### src/rtl/mem_port_arbiter_pkg.sv
// Shared types and defaults for the two-requester memory port arbiter.
package mem_port_arbiter_pkg;

  localparam int MEM_TIMEOUT_DEF = 15;
  localparam int MAX_DSTREAK_DEF = 3;

  typedef logic [31:0] word_t;
  typedef logic [2:0]  streak_t;

  typedef enum logic [1:0] {
    IDLE   = 2'b00,
    BUSY_D = 2'b01,
    BUSY_I = 2'b10
  } arb_state_e;

  // Saturating increment so the data streak can never pass its limit.
  function automatic streak_t streak_inc(streak_t cur, streak_t lim);
    return (cur >= lim) ? lim : cur + 3'd1;
  endfunction

endpackage

### src/rtl/mem_port_arbiter_if.sv
// Bundle of fetch, data and shared-memory signals seen by the arbiter.
interface mem_port_arbiter_if;
  import mem_port_arbiter_pkg::*;

  logic  IReq;
  word_t IAddr;
  logic  IReady;
  word_t IRData;

  logic  DReq;
  logic  DWe;
  word_t DAddr;
  word_t DWData;
  logic  DReady;
  word_t DRData;

  logic  Err;

  logic  MemReq;
  logic  MemWe;
  word_t MemAddr;
  word_t MemWData;
  logic  MemDone;
  word_t MemRData;

  modport slave (
    input  IReq, IAddr, DReq, DWe, DAddr, DWData, MemDone, MemRData,
    output IReady, IRData, DReady, DRData, Err,
           MemReq, MemWe, MemAddr, MemWData
  );

  modport master (
    output IReq, IAddr, DReq, DWe, DAddr, DWData, MemDone, MemRData,
    input  IReady, IRData, DReady, DRData, Err,
           MemReq, MemWe, MemAddr, MemWData
  );

endinterface

### src/rtl/mem_wdog.sv
// Access watchdog: counts busy cycles since the last grant and flags the
// cycle in which the running count reaches TIMEOUT.
module mem_wdog #(
  parameter int TIMEOUT = 15
) (
  input  logic clk,
  input  logic reset,
  input  logic clear,
  input  logic run,
  output logic expired
);

  localparam logic [7:0] LAST = 8'(TIMEOUT - 1);

  logic [7:0] count_q;

  // count_q holds the number of busy cycles already completed, so the
  // current busy cycle is number count_q + 1.
  always_ff @(posedge clk or posedge reset) begin
    if (reset) begin
      count_q <= '0;
    end else if (clear) begin
      count_q <= '0;
    end else if (run && !expired) begin
      count_q <= count_q + 8'd1;
    end
  end

  assign expired = run && (count_q == LAST);

endmodule

### src/rtl/mem_port_arbiter.sv
// Arbitrates a fetch port and a data port onto one single-port memory with
// data priority, an anti-starvation streak limit and an access watchdog.
module mem_port_arbiter
  import mem_port_arbiter_pkg::*;
#(
  parameter int MEM_TIMEOUT = MEM_TIMEOUT_DEF,
  parameter int MAX_DSTREAK = MAX_DSTREAK_DEF
) (
  input  logic              clk,
  input  logic              reset,
  mem_port_arbiter_if.slave bus
);

  localparam streak_t STREAK_MAX = streak_t'(MAX_DSTREAK);

  arb_state_e state_q;
  streak_t    dstreak_q;
  streak_t    dstreak_d;
  logic       mem_req_q;
  logic       mem_we_q;
  word_t      mem_addr_q;
  word_t      mem_wdata_q;

  logic busy;
  logic expired;
  logic grant_i;
  logic grant_d;
  logic finish;

  assign busy = (state_q == BUSY_D) || (state_q == BUSY_I);

  // Data wins unless it has already starved a waiting fetch for the full streak.
  assign grant_i = (state_q == IDLE) && bus.IReq &&
                   (!bus.DReq || (dstreak_q == STREAK_MAX));
  assign grant_d = (state_q == IDLE) && bus.DReq && !grant_i;

  assign finish = busy && (bus.MemDone || expired);

  always_comb begin
    dstreak_d = dstreak_q;
    if (grant_i) begin
      dstreak_d = '0;
    end else if (grant_d) begin
      dstreak_d = bus.IReq ? streak_inc(dstreak_q, STREAK_MAX) : '0;
    end
  end

  mem_wdog #(
    .TIMEOUT(MEM_TIMEOUT)
  ) u_wdog (
    .clk     (clk),
    .reset   (reset),
    .clear   (grant_i || grant_d),
    .run     (busy),
    .expired (expired)
  );

  always_ff @(posedge clk or posedge reset) begin
    if (reset) begin
      state_q     <= IDLE;
      dstreak_q   <= '0;
      mem_req_q   <= 1'b0;
      mem_we_q    <= 1'b0;
      mem_addr_q  <= '0;
      mem_wdata_q <= '0;
    end else begin
      dstreak_q <= dstreak_d;
      case (state_q)
        IDLE: begin
          if (grant_i) begin
            state_q     <= BUSY_I;
            mem_req_q   <= 1'b1;
            mem_we_q    <= 1'b0;
            mem_addr_q  <= bus.IAddr;
            mem_wdata_q <= '0;
          end else if (grant_d) begin
            state_q     <= BUSY_D;
            mem_req_q   <= 1'b1;
            mem_we_q    <= bus.DWe;
            mem_addr_q  <= bus.DAddr;
            mem_wdata_q <= bus.DWData;
          end
        end
        BUSY_D, BUSY_I: begin
          // Requesters dropping Req do not matter here; only completion or timeout ends the access.
          if (finish) begin
            state_q   <= IDLE;
            mem_req_q <= 1'b0;
          end
        end
        default: begin
          state_q   <= IDLE;
          mem_req_q <= 1'b0;
        end
      endcase
    end
  end

  assign bus.IReady = (state_q == BUSY_I) && finish;
  assign bus.DReady = (state_q == BUSY_D) && finish;
  assign bus.Err    = busy && expired && !bus.MemDone;
  assign bus.IRData = ((state_q == BUSY_I) && bus.MemDone) ? bus.MemRData : '0;
  assign bus.DRData = ((state_q == BUSY_D) && bus.MemDone) ? bus.MemRData : '0;

  assign bus.MemReq   = mem_req_q;
  assign bus.MemWe    = mem_we_q;
  assign bus.MemAddr  = mem_addr_q;
  assign bus.MemWData = mem_wdata_q;

endmodule
### src/flat_wrapper.sv
// flat-port wrapper written by rule: the top's interface ports become plain ports
module mem_port_arbiter_flat import mem_port_arbiter_pkg::*;
#(
  parameter int MEM_TIMEOUT = MEM_TIMEOUT_DEF,
  parameter int MAX_DSTREAK = MAX_DSTREAK_DEF
)
  (clk, reset, bus_IReq, bus_IAddr, bus_DReq, bus_DWe, bus_DAddr, bus_DWData, bus_MemDone, bus_MemRData, bus_IReady, bus_IRData, bus_DReady, bus_DRData, bus_Err, bus_MemReq, bus_MemWe, bus_MemAddr, bus_MemWData);
  mem_port_arbiter_if bus_i ();
  input  logic clk;
  input  logic reset;
  input wire logic [$bits(bus_i.IReq)-1:0] bus_IReq;
  input wire logic [$bits(bus_i.IAddr)-1:0] bus_IAddr;
  input wire logic [$bits(bus_i.DReq)-1:0] bus_DReq;
  input wire logic [$bits(bus_i.DWe)-1:0] bus_DWe;
  input wire logic [$bits(bus_i.DAddr)-1:0] bus_DAddr;
  input wire logic [$bits(bus_i.DWData)-1:0] bus_DWData;
  input wire logic [$bits(bus_i.MemDone)-1:0] bus_MemDone;
  input wire logic [$bits(bus_i.MemRData)-1:0] bus_MemRData;
  output wire logic [$bits(bus_i.IReady)-1:0] bus_IReady;
  output wire logic [$bits(bus_i.IRData)-1:0] bus_IRData;
  output wire logic [$bits(bus_i.DReady)-1:0] bus_DReady;
  output wire logic [$bits(bus_i.DRData)-1:0] bus_DRData;
  output wire logic [$bits(bus_i.Err)-1:0] bus_Err;
  output wire logic [$bits(bus_i.MemReq)-1:0] bus_MemReq;
  output wire logic [$bits(bus_i.MemWe)-1:0] bus_MemWe;
  output wire logic [$bits(bus_i.MemAddr)-1:0] bus_MemAddr;
  output wire logic [$bits(bus_i.MemWData)-1:0] bus_MemWData;
  assign bus_i.IReq = bus_IReq;
  assign bus_i.IAddr = bus_IAddr;
  assign bus_i.DReq = bus_DReq;
  assign bus_i.DWe = bus_DWe;
  assign bus_i.DAddr = bus_DAddr;
  assign bus_i.DWData = bus_DWData;
  assign bus_i.MemDone = bus_MemDone;
  assign bus_i.MemRData = bus_MemRData;
  assign bus_IReady = bus_i.IReady;
  assign bus_IRData = bus_i.IRData;
  assign bus_DReady = bus_i.DReady;
  assign bus_DRData = bus_i.DRData;
  assign bus_Err = bus_i.Err;
  assign bus_MemReq = bus_i.MemReq;
  assign bus_MemWe = bus_i.MemWe;
  assign bus_MemAddr = bus_i.MemAddr;
  assign bus_MemWData = bus_i.MemWData;
  mem_port_arbiter #(.MEM_TIMEOUT(MEM_TIMEOUT), .MAX_DSTREAK(MAX_DSTREAK)) u_core (.clk(clk), .reset(reset), .bus(bus_i));
endmodule
### config.mk
export PLATFORM = sky130hd
export DESIGN_NAME = mem_port_arbiter_flat
export DESIGN_NICKNAME = d
export VERILOG_FILES = /design/src/rtl/mem_port_arbiter_pkg.sv /design/src/rtl/mem_port_arbiter_if.sv /design/src/rtl/mem_wdog.sv /design/src/rtl/mem_port_arbiter.sv /design/src/flat_wrapper.sv
export SDC_FILE = /design/constraint.sdc
export NUM_CORES = 1
export LEC_CHECK = 0
export ABC_CLOCK_PERIOD_IN_PS = 2500
export BUFFER_PORTS_ARGS = -buffer_cell sky130_fd_sc_hd__buf_2
export CORE_ASPECT_RATIO = 1.75
export CORE_MARGIN = 5
export CORE_UTILIZATION = 33
export DETAILED_ROUTE_END_ITERATION = 8
export SYNTH_ARGS = -nofsm -noshare
export SYNTH_HDL_FRONTEND = slang
export SYNTH_SLANG_ARGS = --single-unit
### constraint.sdc
create_clock -name clk -period 2.5 [get_ports clk]
set_input_delay 0.125 -clock clk [delete_from_list [all_inputs] [get_ports clk]]
set_output_delay 0.125 -clock clk [all_outputs]
set_load 0.01 [all_outputs]
## Word level (Yosys, flattened, before mapping)

Index checks and enable logic that the tools add are counted.

- Add/subtract/negate cells: 2
- Magnitude comparators: 1
- Equality and inequality tests: 6
- Multiplexer cells: 22
- Reductions and logical operators: 27

Operators by type and width:

| cell | number |
|---|---|
| two-way mux 32 bit | 6 |
| two-way mux 8 bit | 2 |
| logical AND 1 bit | 13 |
| two-way mux 3 bit | 4 |
| adder 8 x 1 -> 8 bit, second input constant | 1 |
| equality test 8 x 4 -> 1 bit, second input constant | 1 |
| two-way mux 2 bit | 3 |
| two-way mux 1 bit | 5 |
| zero test 1 bit | 4 |
| logical OR 1 bit | 4 |
| case mux 2 bit (2 select lines) | 1 |
| AND reduction 2 bit | 2 |
| nonzero test 2 bit | 2 |
| adder 3 x 1 -> 3 bit, second input constant | 1 |
| equality test 3 x 2 -> 1 bit, second input constant | 1 |
| greater-or-equal comparator 3 x 2 -> 1 bit, second input constant | 1 |
| != test 3 x 1 -> 1 bit, second input constant | 1 |
| equality test 2 x 1 -> 1 bit, second input constant | 1 |
| equality test 2 bit, second input constant | 1 |
| zero test 2 bit | 1 |
| != test 2 x 1 -> 1 bit, second input constant | 1 |
| case mux 1 bit (2 select lines) | 1 |
| OR reduction 2 bit | 1 |

- Flip-flop bits (word level): 79
- Bits of input ports: 134
- Output and inout port bits: 133
- Logic and storage cells: 65

## Longest topological paths before layout

- Depth after elaboration: 8
- Mapped depth: 8

## Cells and area by module

Synthesis repeated with hierarchy kept, for this count alone.

- Cell total of the unflattened synthesis: 427
- Area, all modules: 4116.4 µm²

By module, submodules not included:

| module | times used | cells an instance | area an instance (µm²) | seq. area each (µm²) |
|---|---|---|---|---|
| mem_port_arbiter | 1 | 377 | 3639.7 | 1776.7 |
| mem_wdog | 1 | 50 | 476.7 | 200.2 |

## Worst setup path after synthesis

OpenSTA, ideal clock, no wires.

- Path type: register to register
- From: register u_core.state_q[0]
- To: register u_core.mem_addr_q[10] (netlist: u_core.bus.MemAddr[10])
- Arrival: 1535 ps
- Path slack: 883 ps
- Cell stages (with the launch flop): 9
- Path buffers: 3
- Period minus slack after synthesis: 1617 ps
- Cells stage by stage: dfrtp_1 inv_1 ha_1 buf_4 nand2_2 buf_6 buf_2 or3b_1 a31oi_1

- Longest elaborated chain between the ends: 7
- Elaborated cells on any way between the ends: 9

RTL lines:

| what | RTL line | source |
|---|---|---|
| from (decl) | mem_port_arbiter.sv:16 | `arb_state_e state_q;` |
| from (signal assigned) | mem_port_arbiter.sv:60 | `state_q <= IDLE;` |
| from (signal assigned) | mem_port_arbiter.sv:71 | `state_q <= BUSY_I;` |
| from (signal assigned) | mem_port_arbiter.sv:77 | `state_q <= BUSY_D;` |
| zero test 2 bit * | mem_port_arbiter.sv:33, mem_port_arbiter.sv:35, mem_port_arbiter.sv:68 |  |
| logical AND 1 bit (2 in series) | mem_port_arbiter.sv:33 | `assign grant_i = (state_q == IDLE) && bus.IReq &&` |
| zero test 1 bit | mem_port_arbiter.sv:35 | `assign grant_d = (state_q == IDLE) && bus.DReq && !grant_i;` |
| logical AND 1 bit | mem_port_arbiter.sv:35 |  |
| nonzero test 2 bit (no source line) | - |  |
| AND reduction 2 bit (no source line) | - |  |
| to (signal assigned) | mem_port_arbiter.sv:74 | `mem_addr_q <= bus.IAddr;` |
| to (signal assigned) | mem_port_arbiter.sv:80 | `mem_addr_q <= bus.DAddr;` |
| to (decl) | mem_port_arbiter.sv:21 | `word_t mem_addr_q;` |

Mark *: on every way between the ends. The rest lies on a longest branch, timed or not.
A chain may end at the register's enable or synchronous reset.

## Worst setup path in the final report

- From: register u_core.u_wdog.count_q[0]
- To: output bus_IReady

- Longest elaborated chain between the ends: 5

RTL lines:

| what | RTL line | source |
|---|---|---|
| from (decl) | mem_wdog.sv:15 | `logic [7:0] count_q;` |
| from (signal assigned) | mem_wdog.sv:25 | `count_q <= count_q + 8'd1;` |
| equality test 8 x 4 -> 1 bit | mem_wdog.sv:29 | `assign expired = run && (count_q == LAST);` |
| logical AND 1 bit | mem_wdog.sv:29 |  |
| logical OR 1 bit | mem_port_arbiter.sv:37 | `assign finish = busy && (bus.MemDone \|\| expired);` |
| logical AND 1 bit | mem_port_arbiter.sv:37 |  |
| logical AND 1 bit | mem_port_arbiter.sv:99 | `assign bus.IReady = (state_q == BUSY_I) && finish;` |
| to (decl) | flat_wrapper.sv:19 | `output wire logic [$bits(bus_i.IReady)-1:0] bus_IReady;` |

Every way passes these cells.

==> results.md <==
- Diodes inserted: 0
- Final Skew: 0.008674 ns
- Placement row count: 54
- Data required, critical path: 2.38 ns
- Count of flip-flops with a built-in enable after synthesis: 0
- Syn avg cell area: 9.687 sq um
- WP buf/inv: 3
- DRT antenna net count: 0
- Area of the multi-input gates: 1996 sq um
- Slowest-stage cell, CP: dfrtp_1
- Routed length per instance: 15.94 um
- Setup CP Type: flop to output port
- Ports: 267
- RePlAce Congestion: 0.8033
- Largest net degree at the start of global routing: 71
- Fin nets: 826
- Crit path max-delay family: flip-flops
- Syn nets: 575
- DR iter-0 viols: 194
- Die height: 159.3 um
- Initial antenna violation count: 0
- DP Wirelength: 10660 um
- Cell area after synthesis: 4204 sq um
- GRT Overall Usage: 0.1689
- Clock Path Buffers: 2
- Core Box Area: 12500 sq um
- RSZ-0062 raised after global routing: no
- CP cell instances: inv_1 > ha_1 > nor3b_2 > buf_4 > and2_1 > o211a_1 > buf_2
- Clock slew at reported path FFs: 0.07 ns
- Post-route design area: 6055 sq um
- Critical path arrival: 1.90 ns
- Area of placed instances: 5638 sq um
- H-tree levels: 3
- Chip width: 95.32 um
- Async SR Flop Fraction: 1.000
- Wirelength, routed: 13670 um
- Starting Density: 0.3363
- Final setup viols: 0
- Pins Over Slew Limit: 0
- Post-synthesis instance total: 434
- XOR/XNOR Fraction of Synth Area: 0
- Synthesized flop and latch total: 79
- Synth Area in Adders: 0.02083
- Total of max-cap violations: 0
- Synth top area share: 0.4702
- Mux cell area share after synthesis: 0.007143
- Status: complete, no violations
- Buffers added on ports: 266
- Root buffer cell: clkbuf_16
- Setup TNS: 0 ns
- Area Growth Syn to Fin: 44.02%
- P_leak: 0.003317 uW
- Most used DFF post-synth: dfrtp_1
- Largest stage delay on the critical path: 0.42 ns
- Vias in the first global route: 4231
- Vias per Instance: 5.019
- Post-layout util: 0.4844
- Slew margin rel.: 0.4749
- Vias: 4306
- Startpoint Class: flop
- Clk_lat worst skew: 0.33 ns
- Clock period minus worst slack: 2.021 ns
- Library cells used by synthesis: 42
- Worst slew pin tran: 0.7877 ns
- Fill count: 1228
- Largest family of logic cells by synthesized area: simple AND/OR/NAND/NOR gates
- Yosys warnings: 0
- CTS Sinks: 79
- First-pass DRT Iterations: 4
- Fmax: 0.4949 GHz
- Synth Area in Simple Gates: 0.2479
- Crit share post-route: 0.8082
- Die area: 15190 sq um
- CTS tree: yes
- Area leader, netlist: dfrtp_1
- Synth area leaders: dfrtp_1, and3_1, a22o_1, or3b_1, a31oi_1
- Critical path capture point type: output port
- Synth Area in Compound Gates: 0.1976
- TritonCTS Buffers: 9
- Hold Vio Cnt, Final: 0
- Register area: 1977 sq um
- Layout cell share with drive strength beyond 1: 0.4319
- Path category of the worst min-delay check: primary input to flop
- PwrDens: 1089 nW/um^2
- Overflow left after global routing: 0
- First-pass GRT wire length: 20540 um
- Seq/Total Area, Yosys: 0.4702
- Maximum VDD drop: 0.5119 mV
- Post-route DRC: 0
- CP Max Fanout: 9
layer usage:
metal,share of wire,routed length (um),global-route usage
met1,0.34,4587,0.1636
met2,0.56,7657,0.3349
met3,0.086,1181,0.03404
met4,0.018,248,0.05782
met5,0,0,0
Yosys cell counts (all sizes together), types with 4 or more instances:
cell and count:
dfrtp 79, and3 65, o21ai 37, nor2 36, a22o 33, a31oi 32, or3b 32, clkbuf 31
nand2 18, buf 15, ha 7, a21oi 6, inv 6, nand3b 4
cell families (layout without fill, tap and decap cells):
family                     count (synthesis)  in the layout
AOI/OAI and AO/OA                        122            122
buffers and inverters                     52            308
adders and majority gates                  7              7
DFF                                       79             79
muxes                                      3              3
and+or+nand+nor                          171            171
power by group:
| group | internal (uW) | switching [uW] |
|---|---|---|
| combinational | 1280 | 1740 |
| sequential | 1860 | 342 |
| clock | 818 | 560 |
sequential cells by signal, indices dropped and copies added (netlist names):
register / cells
u_core.bus.MemAddr: 32
u_core.bus.MemWData: 32
u_core.u_wdog.count_q: 8
u_core.dstreak_q: 3
u_core.state_q: 2
u_core.bus.MemReq: 1
u_core.bus.MemWe: 1
layout by cell type, fill, tap and decap left out, types with 9 or more instances in the layout:
| master | count |
|---|---|
| nor2_1 | 36 |
| dlygate4sd3_1 | 10 |
| buf_2 | 266 |
| nand2_1 | 17 |
| a22o_1 | 33 |
| and3_1 | 65 |
| clkbuf_16 | 9 |
| a31oi_1 | 32 |
| or3b_1 | 32 |
| o21ai_0 | 36 |
| dfrtp_1 | 79 |
path summary, 6_finish.rpt:
path | slack, ns | from | end | cells past startpoint
min in group asynchronous | 0.42 | reset | u_core.bus.MemWData[16] | 3
worst max register to register | 0.61 | u_core.state_q[0] | u_core.bus.MemAddr[20] | 6
worst min register to register | 0.50 | u_core.bus.MemWData[16] | u_core.bus.MemWData[16] | 1
worst max-delay path | 0.48 | u_core.u_wdog.count_q[0] | bus_IReady | 7
worst min-delay path | 0.01 | bus_DWData[12] | u_core.bus.MemWData[12] | 2
max in group asynchronous | 1.42 | reset | u_core.bus.MemAddr[0] | 4
final cells by class:
class                      count  area share
clock buffer                  10     0.03947
clock inverter                 6     0.01281
inverter                       6    0.003926
multi-input combinational    303      0.3296
sequential                    79      0.3265
tap                          168     0.03472
timing repair buffer         286      0.2529
timing repair:
item | CTS | global route
buffers inserted | 0 | 0
endpoints found under the hold margin | 48 | 0
resized for setup | 0 | 0
hold buffers | 10 | 0
setup endpoints to repair | 0 | 0
stage by stage:
step	hold WS, ns	power (uW)	std cells	setup slack, ns
floorplan	0.2577	4080	434	0.3516
global placement	0.2431	5190	832	0.6961
detailed placement	0.2560	5278	832	0.6083
CTS	0.002133	6686	858	0.4666
global route	0.001914	7054	858	0.3588
finish	0.01140	6593	858	0.4795
Power figures use the tool's default switching activity.
